===== config.mk =====
export PLATFORM = sky130hd
export DESIGN_NAME = axi_lite_master
export DESIGN_NICKNAME = d
export VERILOG_FILES = /design/src/rtl/axi_lite_master.sv
export SDC_FILE = /design/constraint.sdc
export NUM_CORES = 1
export LEC_CHECK = 0
export ABC_AREA = 1
export BUFFER_PORTS_ARGS = -buffer_cell sky130_fd_sc_hd__buf_2
export CAP_MARGIN = 20
export CORE_ASPECT_RATIO = 1.2
export CORE_MARGIN = 3
export CORE_UTILIZATION = 39
export CTS_CLUSTER_DIAMETER = 150
export DETAILED_ROUTE_END_ITERATION = 16
export HOLD_SLACK_MARGIN = 0.15
export PLACE_DENSITY_LB_ADDON = 0.15
export SYNTH_ARGS = -nofsm -noshare
export SYNTH_HDL_FRONTEND = slang
export SYNTH_SLANG_ARGS = --single-unit

===== constraint.sdc =====
create_clock -name clk -period 2.7 [get_ports clk]
set_input_delay 0.135 -clock clk [delete_from_list [all_inputs] [get_ports clk]]
set_output_delay 0.135 -clock clk [all_outputs]
set_load 0.02 [all_outputs]

===== src/rtl/axi_lite_master.sv =====
// Single-outstanding AXI4-Lite initiator bridging a CPU request/response port to the mem_axi_* bus.
// Optional watchdog: define AXI_MASTER_TIMEOUT_EN to abort stalled transactions after TIMEOUT_CYCLES.
module axi_lite_master #(
    parameter int ADDR_W         = 32,
    parameter int DATA_W         = 32,
    parameter int TIMEOUT_CYCLES = 1024
) (
    input  logic                clk,
    input  logic                rst_n,
    input  logic                req_valid,
    output logic                req_ready,
    input  logic                req_we,
    input  logic                req_insn,
    input  logic [ADDR_W-1:0]   req_addr,
    input  logic [DATA_W-1:0]   req_wdata,
    input  logic [DATA_W/8-1:0] req_wstrb,
    output logic                resp_valid,
    input  logic                resp_ready,
    output logic [DATA_W-1:0]   resp_rdata,
    output logic                resp_err,
    output logic                mem_axi_awvalid,
    input  logic                mem_axi_awready,
    output logic [ADDR_W-1:0]   mem_axi_awaddr,
    output logic [2:0]          mem_axi_awprot,
    output logic                mem_axi_wvalid,
    input  logic                mem_axi_wready,
    output logic [DATA_W-1:0]   mem_axi_wdata,
    output logic [DATA_W/8-1:0] mem_axi_wstrb,
    input  logic                mem_axi_bvalid,
    output logic                mem_axi_bready,
    output logic                mem_axi_arvalid,
    input  logic                mem_axi_arready,
    output logic [ADDR_W-1:0]   mem_axi_araddr,
    output logic [2:0]          mem_axi_arprot,
    input  logic                mem_axi_rvalid,
    output logic                mem_axi_rready,
    input  logic [DATA_W-1:0]   mem_axi_rdata
);

    localparam logic [2:0] S_IDLE = 3'd0;
    localparam logic [2:0] S_AR   = 3'd1;
    localparam logic [2:0] S_R    = 3'd2;
    localparam logic [2:0] S_AW_W = 3'd3;
    localparam logic [2:0] S_B    = 3'd4;
    localparam logic [2:0] S_RESP = 3'd5;

    logic [2:0]          state;
    logic [ADDR_W-1:0]   addr_q;
    logic [DATA_W-1:0]   wdata_q;
    logic [DATA_W/8-1:0] wstrb_q;
    logic                insn_q;
    logic                aw_done;
    logic                w_done;
    logic                aw_hs;
    logic                w_hs;
    logic                timeout;

    assign req_ready      = (state == S_IDLE);
    assign mem_axi_awaddr = addr_q;
    assign mem_axi_araddr = addr_q;
    assign mem_axi_wdata  = wdata_q;
    assign mem_axi_wstrb  = wstrb_q;
    assign mem_axi_arprot = {insn_q, 2'b00};
    assign mem_axi_awprot = 3'b000;

    assign aw_hs = mem_axi_awvalid && mem_axi_awready;
    assign w_hs  = mem_axi_wvalid && mem_axi_wready;

    // NOTE: state registers use non-blocking assignments and reset asynchronously on rst_n.
    always_ff @(posedge clk or negedge rst_n) begin
        if (!rst_n) begin
            state           <= S_IDLE;
            addr_q          <= '0;
            wdata_q         <= '0;
            wstrb_q         <= '0;
            insn_q          <= 1'b0;
            aw_done         <= 1'b0;
            w_done          <= 1'b0;
            mem_axi_awvalid <= 1'b0;
            mem_axi_wvalid  <= 1'b0;
            mem_axi_bready  <= 1'b0;
            mem_axi_arvalid <= 1'b0;
            mem_axi_rready  <= 1'b0;
            resp_valid      <= 1'b0;
            resp_rdata      <= '0;
        end else if (timeout) begin
            // Abandon the stalled transaction; the watchdog wins over a same-cycle handshake.
            mem_axi_awvalid <= 1'b0;
            mem_axi_wvalid  <= 1'b0;
            mem_axi_bready  <= 1'b0;
            mem_axi_arvalid <= 1'b0;
            mem_axi_rready  <= 1'b0;
            resp_rdata      <= '0;
            resp_valid      <= 1'b1;
            state           <= S_RESP;
        end else begin
            case (state)
                S_IDLE: begin
                    if (req_valid) begin
                        addr_q  <= req_addr;
                        wdata_q <= req_wdata;
                        wstrb_q <= req_wstrb;
                        insn_q  <= req_insn;
                        if (req_we) begin
                            mem_axi_awvalid <= 1'b1;
                            mem_axi_wvalid  <= 1'b1;
                            aw_done         <= 1'b0;
                            w_done          <= 1'b0;
                            state           <= S_AW_W;
                        end else begin
                            mem_axi_arvalid <= 1'b1;
                            state           <= S_AR;
                        end
                    end
                end
                S_AR: begin
                    if (mem_axi_arready) begin
                        mem_axi_arvalid <= 1'b0;
                        mem_axi_rready  <= 1'b1;
                        state           <= S_R;
                    end
                end
                S_R: begin
                    if (mem_axi_rvalid) begin
                        mem_axi_rready <= 1'b0;
                        resp_rdata     <= mem_axi_rdata;
                        resp_valid     <= 1'b1;
                        state          <= S_RESP;
                    end
                end
                S_AW_W: begin
                    // Address and data channels complete independently, in either order or together.
                    if (aw_hs) begin
                        mem_axi_awvalid <= 1'b0;
                        aw_done         <= 1'b1;
                    end
                    if (w_hs) begin
                        mem_axi_wvalid <= 1'b0;
                        w_done         <= 1'b1;
                    end
                    if ((aw_done || aw_hs) && (w_done || w_hs)) begin
                        mem_axi_bready <= 1'b1;
                        state          <= S_B;
                    end
                end
                S_B: begin
                    if (mem_axi_bvalid) begin
                        mem_axi_bready <= 1'b0;
                        resp_rdata     <= '0;
                        resp_valid     <= 1'b1;
                        state          <= S_RESP;
                    end
                end
                S_RESP: begin
                    if (resp_ready) begin
                        resp_valid <= 1'b0;
                        state      <= S_IDLE;
                    end
                end
                default: state <= S_IDLE;
            endcase
        end
    end

`ifdef AXI_MASTER_TIMEOUT_EN
    localparam logic [31:0] TIMEOUT_LAST = 32'(TIMEOUT_CYCLES - 1);

    logic [31:0] wdog_cnt;
    logic        busy;

    assign busy    = (state == S_AR) || (state == S_R) || (state == S_AW_W) || (state == S_B);
    assign timeout = busy && (wdog_cnt == TIMEOUT_LAST);

    always_ff @(posedge clk or negedge rst_n) begin
        if (!rst_n) begin
            wdog_cnt <= '0;
            resp_err <= 1'b0;
        end else begin
            if (busy) wdog_cnt <= wdog_cnt + 32'd1;
            else      wdog_cnt <= '0;
            if (timeout)                          resp_err <= 1'b1;
            else if (state == S_RESP && resp_ready) resp_err <= 1'b0;
        end
    end
`else
    // Without the watchdog the limit has no effect and the master waits indefinitely.
    localparam int unused_timeout_cycles = TIMEOUT_CYCLES;
    assign timeout  = 1'b0;
    assign resp_err = 1'b0;
`endif

endmodule


==> run summary, run 1 <==
The run finished with clean final reports. Of the post-synthesis cell area, the dominant cell type holds 0.5850. The final core utilization came out at 0.6159. In the post-synthesis netlist, the cell with the most instances is nand2_1. The slew at the pin closest to its max-slew limit is 0.6993 ns. The die outline area came out at 13660 µm². The worst slew slack as a fraction of its limit came out at 0.5338. The starting density of the core is 0.4066. During I/O placement, the number of pins put on the boundary was 257. The largest family of logic cells by synthesized area is simple AND/OR/NAND/NOR gates. For the final database, setup skew stands at 0.007624 ns. The worst setup path is captured at a flip-flop.

The global-route total usage across every layer came out at 0.1957. The synthesis warning total is 0. The number of violations of the max-capacitance limit came out at 0.

The area used by sequential logic in the layout is 2803 µm². Setup repair after global routing left no endpoint under its margin. The cell sitting at the root of the clock tree is a clkbuf_16. The count of H-tree levels built during CTS is 3. The number of distinct library cells after synthesis came out at 21.

The count of placed standard cells including taps is 921. The element type at the critical path start is a flip-flop. The most used flip-flop cell after synthesis is dfrtp_1.

Data arrives at the worst endpoint at 2.07 ns. Entering global routing, the biggest net connects 71 pins. No sink is reached through more buffers than the 2 on the longest clock path. The XOR/XNOR share of the synthesized area is 0. The simple-gate share of the synthesized area is 0.3050. The HPWL after detailed placement came out at 8.877 mm. The final count of pins violating max slew came out at 0. The highest-utilization routing layer at the global route stage is met2.

In this run the power density over the cells is 1141 nW/µm². The number of post-CTS setup repair buffers came out at 0. Static timing analysis puts the maximum clock frequency at 557.1 MHz. The count of nets left with antenna violations once routing finished came out at 0. The total negative slack for setup checks is 0 ns.

The detail-routed net length per standard cell came out at 12.83 µm. The DRC violations left is 0. Summed over all cells, the static leakage comes to 4.263 nW.

The shortest clock period the worst path allows after layout is 1.795 ns. The met2 layer usage reported by global route came out at 0.3525. The number of antenna violations at the first check in global routing came to 0. The portion of synthesized area spent on multiplexers is 0. Clock-pin slew was measured on the worst setup and hold paths at 0.07 ns.

The total iterations of the first detailed-routing run came out at 4. The global routing met3 resource utilization came out at 0.04548. The worst setup path is of the reg -> reg kind. The proportion of synthesized chip area in sequential cells is 0.5850. The number of diodes is 0.

The global-route congestion overflow total came out at 0. The routed layout has 4547 vias. The global-route wire length before repair is 21.68 mm. The commonest cells after synthesis are 329 x nand2_1, 112 x dfrtp_1, 40 x buf_4, 15 x inv_1, 14 x buf_2. The fill cell instance count of the final layout is 1014. The cell count after synthesis came out at 563.

Clock tree synthesis inserted a total of 9 buffers. The synthesized-area fraction occupied by adder cells is 0. The weighted congestion reported at the end of routability-driven placement came out at 0.8390. Summed over all instances, the cell type with the most area after synthesis is dfrtp_1. The initial DRC count came out at 288. The fraction of layout cells with a size suffix above 1 is 0.3269. The total wire length after detailed routing came out at 13.35 mm.

The global-route track usage on met1 is 0.2265. After synthesis, the cell types taking the most area are dfrtp_1 59%, nand2_1 26%, buf_4 6.3%. The area of the core came out at 11780 µm². The share of synthesized registers carrying an async set or reset came out at 1.000. TritonCTS built the clock tree. The count of flip-flops with a built-in enable after synthesis is 0. The number of rows created at floorplan came out at 43. The number of hold-slack violations in the final timing report came out at 0. The count of buffers added on input and output ports is 250. The routed via count divided by cell count came out at 4.368. The power after layout is 8.279 mW. The worst-case IR drop observed on VDD is 520.6 µV.

The finished layout holds 1041 standard cells, fillers aside. The clock net in this run drives a total of 112 sinks. The fraction of the mapped netlist area in compound gates is 0.007574.

The worst min-delay path category is in -> reg. A synthesized cell averages 8.509 µm². The synthesized area came out at 4791 µm². The synthesized flop and latch total came out at 112.

Setup violations remaining at the end of the flow were counted as 0. The clock latency on the worst-skew pair came out at 0.34 ns. The footprint of the multi-input gates came out at 1520 µm². The peak fanout along the critical path is 70. The data required time of the worst path came out at 2.97 ns. The via count of the first global-routing pass came out at 4517.

The final critical-path share of the clock period came out at 0.6648. The floorplan die height is 127.4 µm. The overall die width is 107.2 µm.

The final layout net count is 991. The layout overhead on the synthesized area came out at 51.48%.
path summary, 6_finish.rpt:
kind,startpoint,endpoint,slack [ns],depth (start not counted)
min,mem_axi_arready,mem_axi_rready$_DFFE_PN0P_,0.16,5
max,state[1]$_DFFE_PN0P_,mem_axi_wvalid$_DFFE_PN0P_,0.91,6
max reg2reg,state[1]$_DFFE_PN0P_,mem_axi_wvalid$_DFFE_PN0P_,0.91,6
min reg2reg,mem_axi_wdata[19]$_DFFE_PN0P_,mem_axi_wdata[19]$_DFFE_PN0P_,0.47,2
min in group asynchronous,rst_n,resp_rdata[29]$_DFFE_PN0P_,0.23,2
max in group asynchronous,rst_n,mem_axi_wdata[15]$_DFFE_PN0P_,1.72,3
critical path, stage by stage (launching register included):
cell and delay, ns:
dfrtp_1 0.45, nor2_4 0.15, nand2_2 0.11, nor2_4 0.11
buf_4 0.56, nand3_1 0.22, nand2_1 0.11
per-stage QoR:
stage	worst slack, ns	hold WS, ns	instance area, µm²
2_1_floorplan	1.363	-0.1606	4810
3_3_place_gp	0.5830	0.04792	5883
3_5_place_dp	0.9230	0.06246	5903
4_1_cts	0.9124	0.1558	7257
5_1_grt	0.7303	0.1840	7257
6_report	0.9051	0.1626	7257
layer usage:
metal  share of wire  wire, µm
met1            0.39      5229
met2            0.53      7019
met3           0.062       831
met4           0.021       274
met5               0         0
layout make-up:
type	count	share of cell area
tap	157	0.02707
clock inverter	4	0.009655
multi-input combinational	379	0.2095
inverter	18	0.009310
sequential	112	0.3862
clock buffer	11	0.03207
timing repair buffer	360	0.3262
report_power, final:
part | switching, mW | internal [mW] | total (mW) | leakage, nW
sequential | 0.483 | 2.45 | 2.93 | 1.42
combinational | 2.68 | 1.31 | 3.98 | 2.69
clock | 0.561 | 0.806 | 1.37 | 0.149
sequential cells by signal, summed over array words and instances, names as in the netlist, 3 cells and up:
signal / cells
resp_rdata: 32
mem_axi_wstrb: 4
mem_axi_araddr: 32
state: 3
mem_axi_wdata: 32
logic make-up (layout without fill, tap and decap cells):
group                  after synthesis  in the layout
AO/OA/AOI/OAI                        6              6
flip-flops                         112            112
buffers and inverters               77            393
AND/OR/NAND/NOR                    367            367
other                                1              6
what timing repair did:
action	4_1_cts	5_1_grt
resized for setup	0	0
hold buffers	105	0
endpoints found under the hold margin	180	0
placed cells by master, fill, tap and decap left out:
master         synthesis  routed
clkbuf_16              0       9
nand2_2               12      12
a21oi_1                1       1
nand3_1               11      11
buf_12                 0       2
nand3_2                1       1
nand3b_1               1       1
clkinv_2               0       2
o21ai_0                3       3
inv_2                  3       3
conb_1                 1       6
nor2_4                 3       3
inv_1                 15      15
nand4_1                2       2
dfrtp_1              112     112
nand2_1              329     329
buf_4                 40       4
buf_2                 14     249
nor2_2                 1       1
o21a_1                 1       1
nor2_1                 7       7
clkbuf_1               0       2
bufinv_16              0       2
dlygate4sd3_1          0     105
a21oi_2                1       1
Note: power is estimated with default switching activity, not from simulation.
==> run 2: changes to the inputs <==
--- a/config.mk
+++ b/config.mk
@@ -5,7 +5,7 @@
 export SDC_FILE = /design/constraint.sdc
 export NUM_CORES = 1
 export LEC_CHECK = 0
-export ABC_AREA = 1
+export ABC_AREA = 0
 export BUFFER_PORTS_ARGS = -buffer_cell sky130_fd_sc_hd__buf_2
 export CAP_MARGIN = 20
 export CORE_ASPECT_RATIO = 1.2
==> constraint.sdc (replaced) <==
create_clock -name clk -period 1.6 [get_ports clk]
set_input_delay 0.08 -clock clk [delete_from_list [all_inputs] [get_ports clk]]
set_output_delay 0.08 -clock clk [all_outputs]
set_load 0.02 [all_outputs]
==> run 2 against run 1 <==
Compared with the run above:
- the run now ends with setup timing left
- synthesized cell count shrank 43%
- critical path depth shrank 2
- clock skew up 0.0020 ns
- sequential power grew 71%
- clock power rose by 64%
- non-clock buffer count grew 18
- clock-buffer cell count did not move
- via count fell by 16%
- critical endpoint is now mem_axi_wdata[29]$_DFFE_PN0P_
==> run summary, run 2 <==
The element type at the critical path start is a flip-flop (unchanged). The cell area after layout is 7342 µm² (was 7257 µm²). The data required time of the worst path came out at 1.83 ns (was 2.97 ns). The routed via count divided by cell count is 4.680 (was 4.368). The clock latency on the worst-skew pair is 0.35 ns (was 0.34 ns).

The final count of pins violating max slew is 0 (unchanged). The final critical-path share of the clock period came out at 1.002 (was 0.6648). The layout overhead on the synthesized area is 61.56% (was 51.48%).

Most numerous cell types in the synthesized netlist: 112 x dfrtp_1, 69 x mux2_2, 39 x buf_4, 32 x a22o_1, 12 x nand2_1 (was 329 x nand2_1, 112 x dfrtp_1, 40 x buf_4, 15 x inv_1, 14 x buf_2). The TritonCTS buffer count was 9 (unchanged). The die outline area came out at 12990 µm² (was 13660 µm²). The worst min-delay path category is in -> async (was in -> reg).

The minimum hold slack is 0.2832 ns (was 0.1626 ns). The buffer type at the clock tree root is clkbuf_16 (unchanged). The final setup violation count is 1 (was 0). The peak ir drop on the vdd network is 904.1 µV (was 520.6 µV). The number of distinct library cells after synthesis is 29 (was 21). The total negative slack for setup checks came out at -0.002449 ns (was 0 ns). The global-route wire length before repair is 20.27 mm (was 21.68 mm). The synthesis warning total came out at 0 (unchanged). Setup repair after global routing missed its margin: yes (was no). The area of the core is 11190 µm² (was 11780 µm²). The HPWL after detailed placement came out at 7.903 mm (was 8.877 mm).

The fill cell instance count of the final layout is 869 (was 1014). The DRC violations left came out at 0 (unchanged). The final core utilization is 0.6559 (was 0.6159). The number of buffers inserted by port buffering came to 250 (unchanged). Biggest area contributors in the synthesized netlist: dfrtp_1 62%, mux2_2 17%, buf_4 6.4% (was dfrtp_1 59%, nand2_1 26%, buf_4 6.3%). The starting density of the core is 0.4060 (was 0.4066). The count of H-tree levels built during CTS came out at 3 (unchanged).

The largest net degree at the start of global routing came to 55 (was 71). The most common library cell in the layout ignoring fill and taps is buf_2 (was nand2_1). The overall die width came out at 104.5 µm (was 107.2 µm). The shortest clock period the worst path allows after layout came out at 1.602 ns (was 1.795 ns). The number of violations of the max-capacitance limit came out at 0 (unchanged). The fraction of layout cells with a size suffix above 1 came out at 0.5367 (was 0.3269). The global-route total usage across every layer is 0.1933 (was 0.1957). The via count of the first global-routing pass was 4077 (was 4517). The area share of the largest cell type after synthesis is 0.6167 (was 0.5850). The clock sink count came out at 112 (unchanged). The CTS tree is yes (unchanged). The weighted congestion reported at the end of routability-driven placement is 0.7669 (was 0.8390). The peak fanout along the critical path came out at 11 (was 70). The share of synthesized registers carrying an async set or reset came to 1.000 (unchanged). The maximum buffer depth of the clock tree is 2 (unchanged). The placement-stage worst setup slack was -0.03897 ns (was 0.9230 ns). The worst setup path category was reg -> reg (unchanged). The count of vias placed by the detailed router is 3842 (was 4547). The number of ports placed on the die boundary came out at 257 (unchanged). The worst-case setup margin in the final layout came out at -0.002449 ns (was 0.9051 ns). The final clock skew is 0.009639 ns (was 0.007624 ns). The power density over cell area was 1992 nW/µm² (was 1141 nW/µm²). The proportion of synthesized chip area in sequential cells is 0.6167 (was 0.5850).

The count of flip-flops with a built-in enable after synthesis is 0 (unchanged). The cell count after synthesis came out at 323 (was 563). The largest stage delay on the critical path is 0.40 ns (was 0.56 ns).

The critical path's slowest cell is dfrtp_1 (was buf_4). The instance area after placement came out at 5778 µm² (was 5903 µm²). The arrival time of the worst setup path came out at 1.83 ns (was 2.07 ns). The number of non-filler instances in the completed layout is 821 (was 1041).

The achievable clock frequency came to 624.0 MHz (was 557.1 MHz). CP Cell Sequence: nor4b_4 > buf_6 > clkbuf_16 > mux2_2 (was nor2_4 > nand2_2 > nor2_4 > buf_4 > nand3_1 > nand2_1). The endpoint type of the worst setup path was a flip-flop (unchanged). The final layout net count came out at 773 (was 991).

The dominant cell by count in the synthesized netlist was dfrtp_1 (was nand2_1). The number of diodes came out at 0 (unchanged). The number of antenna violations at the first check in global routing came to 0 (unchanged). The total iterations of the first detailed-routing run is 4 (unchanged). The floorplan die height is 124.3 µm (was 127.4 µm). Status: finished, violations left (was completed). The number of hold-slack violations in the final timing report is 0 (unchanged). The remaining antenna violation count was 0 (unchanged).

The clock transition at the registers of the reported paths is 0.07 ns (about the same). The mean instance size in the synthesized netlist is 14.07 µm² (was 8.509 µm²). Commonest cells after routing, fill and taps aside: 249 x buf_2, 112 x dfrtp_1, 110 x dlygate4sd3_1 (was 329 x nand2_1, 249 x buf_2, 112 x dfrtp_1).

The cell leakage power is 3.663 nW (was 4.263 nW). The global-route congestion overflow total is 0 (unchanged). The count of placed standard cells including taps came to 688 (was 921). The synthesized area is 4544 µm² (was 4791 µm²). The initial DRC count came out at 107 (was 288).

The cell taking the most area after synthesis is dfrtp_1 (unchanged). The checks that failed: setup timing. The synthesized flop and latch total came out at 112 (unchanged).

The power after layout came out at 14.62 mW (was 8.279 mW). The most used flip-flop cell after synthesis is dfrtp_1 (unchanged). The detail-routed net length per standard cell came out at 15.80 µm (was 12.83 µm). The total wire length after detailed routing came to 12.98 mm (was 13.35 mm). The number of rows created at floorplan is 42 (was 43).
==> run 2: cell types whose count changed after synthesis, sizes merged, moves of 5 or more <==
cell / before / now
nand2: 341 / 12
buf: 59 / 50
inv: 18 / 3
clkbuf: 0 / 5
nand3: 12 / 1
nor2: 11 / 3
mux2: 0 / 69
a22o: 0 / 32
==> run 2: cell families after synthesis <==
logic type,count (synthesis),share of synthesized area
other cells,1,0.0008252
flops,112,0.6167
buf+inv,58,0.08315
compound gates,54,0.09141
simple gates,28,0.03469
mux,70,0.1732
==> run 2: final timing paths <==
kind / slack, ns / endpoint / depth (start not counted) / startpoint
min in group clk: 0.48 / resp_rdata[15]$_DFFE_PN0P_ / 3 / mem_axi_rdata[15]
max in group asynchronous: 0.98 / resp_rdata[27]$_DFFE_PN0P_ / 3 / rst_n
worst min register to register: 0.49 / aw_done$_DFFE_PN0P_ / 2 / aw_done$_DFFE_PN0P_
worst max-delay path: -0.002 / mem_axi_wdata[29]$_DFFE_PN0P_ / 4 / state[1]$_DFFE_PN0P_
worst max register to register: -0.002 / mem_axi_wdata[29]$_DFFE_PN0P_ / 4 / state[1]$_DFFE_PN0P_
worst min-delay path: 0.28 / mem_axi_araddr[15]$_DFFE_PN0P_ / 3 / rst_n
==> run 2: critical path: cells and delay by family, from the launching register on <==
kind | cells | cell delay [ns]
buf+inv | 2 | 0.39
mux | 1 | 0.33
flops | 1 | 0.40
simple gates | 1 | 0.36
==> run 2: area by class of cell <==
cell class | count | area, µm² | area share
tap | 154 | 192.7 | 0.02624
sequential | 112 | 2803 | 0.3817
timing repair buffer | 378 | 2630 | 0.3582
clock inverter | 5 | 56.30 | 0.007669
clock buffer | 11 | 242.7 | 0.03306
multi-input combinational | 158 | 1406 | 0.1915
inverter | 3 | 11.26 | 0.001534
==> run 2: report_power, final <==
part	internal (mW)	total, mW	switching [mW]
Clock	1.26	2.24	0.983
Combinational	3.17	7.38	4.21
Sequential	4.20	5.00	0.803
Total	8.62	14.6	6.00
==> run 2: repair_timing <==
item,in CTS,in global routing
hold buffers,110,0
pin swaps,0,1
cloned,0,5
setup buffers,0,2
hold endpoints to repair,224,0
gates resized for setup,1,12
endpoints found under the setup margin,26,90
==> run 2: metal layers <==
layer / track usage / vias up / wire (µm)
met2: 0.3471 / 183 / 6860
met3: 0.04095 / 24 / 835
li1: - / 1782 / -
met1: 0.2181 / 1853 / 4941
met5: 0 / - / 0
met4: 0.08764 / 0 / 337
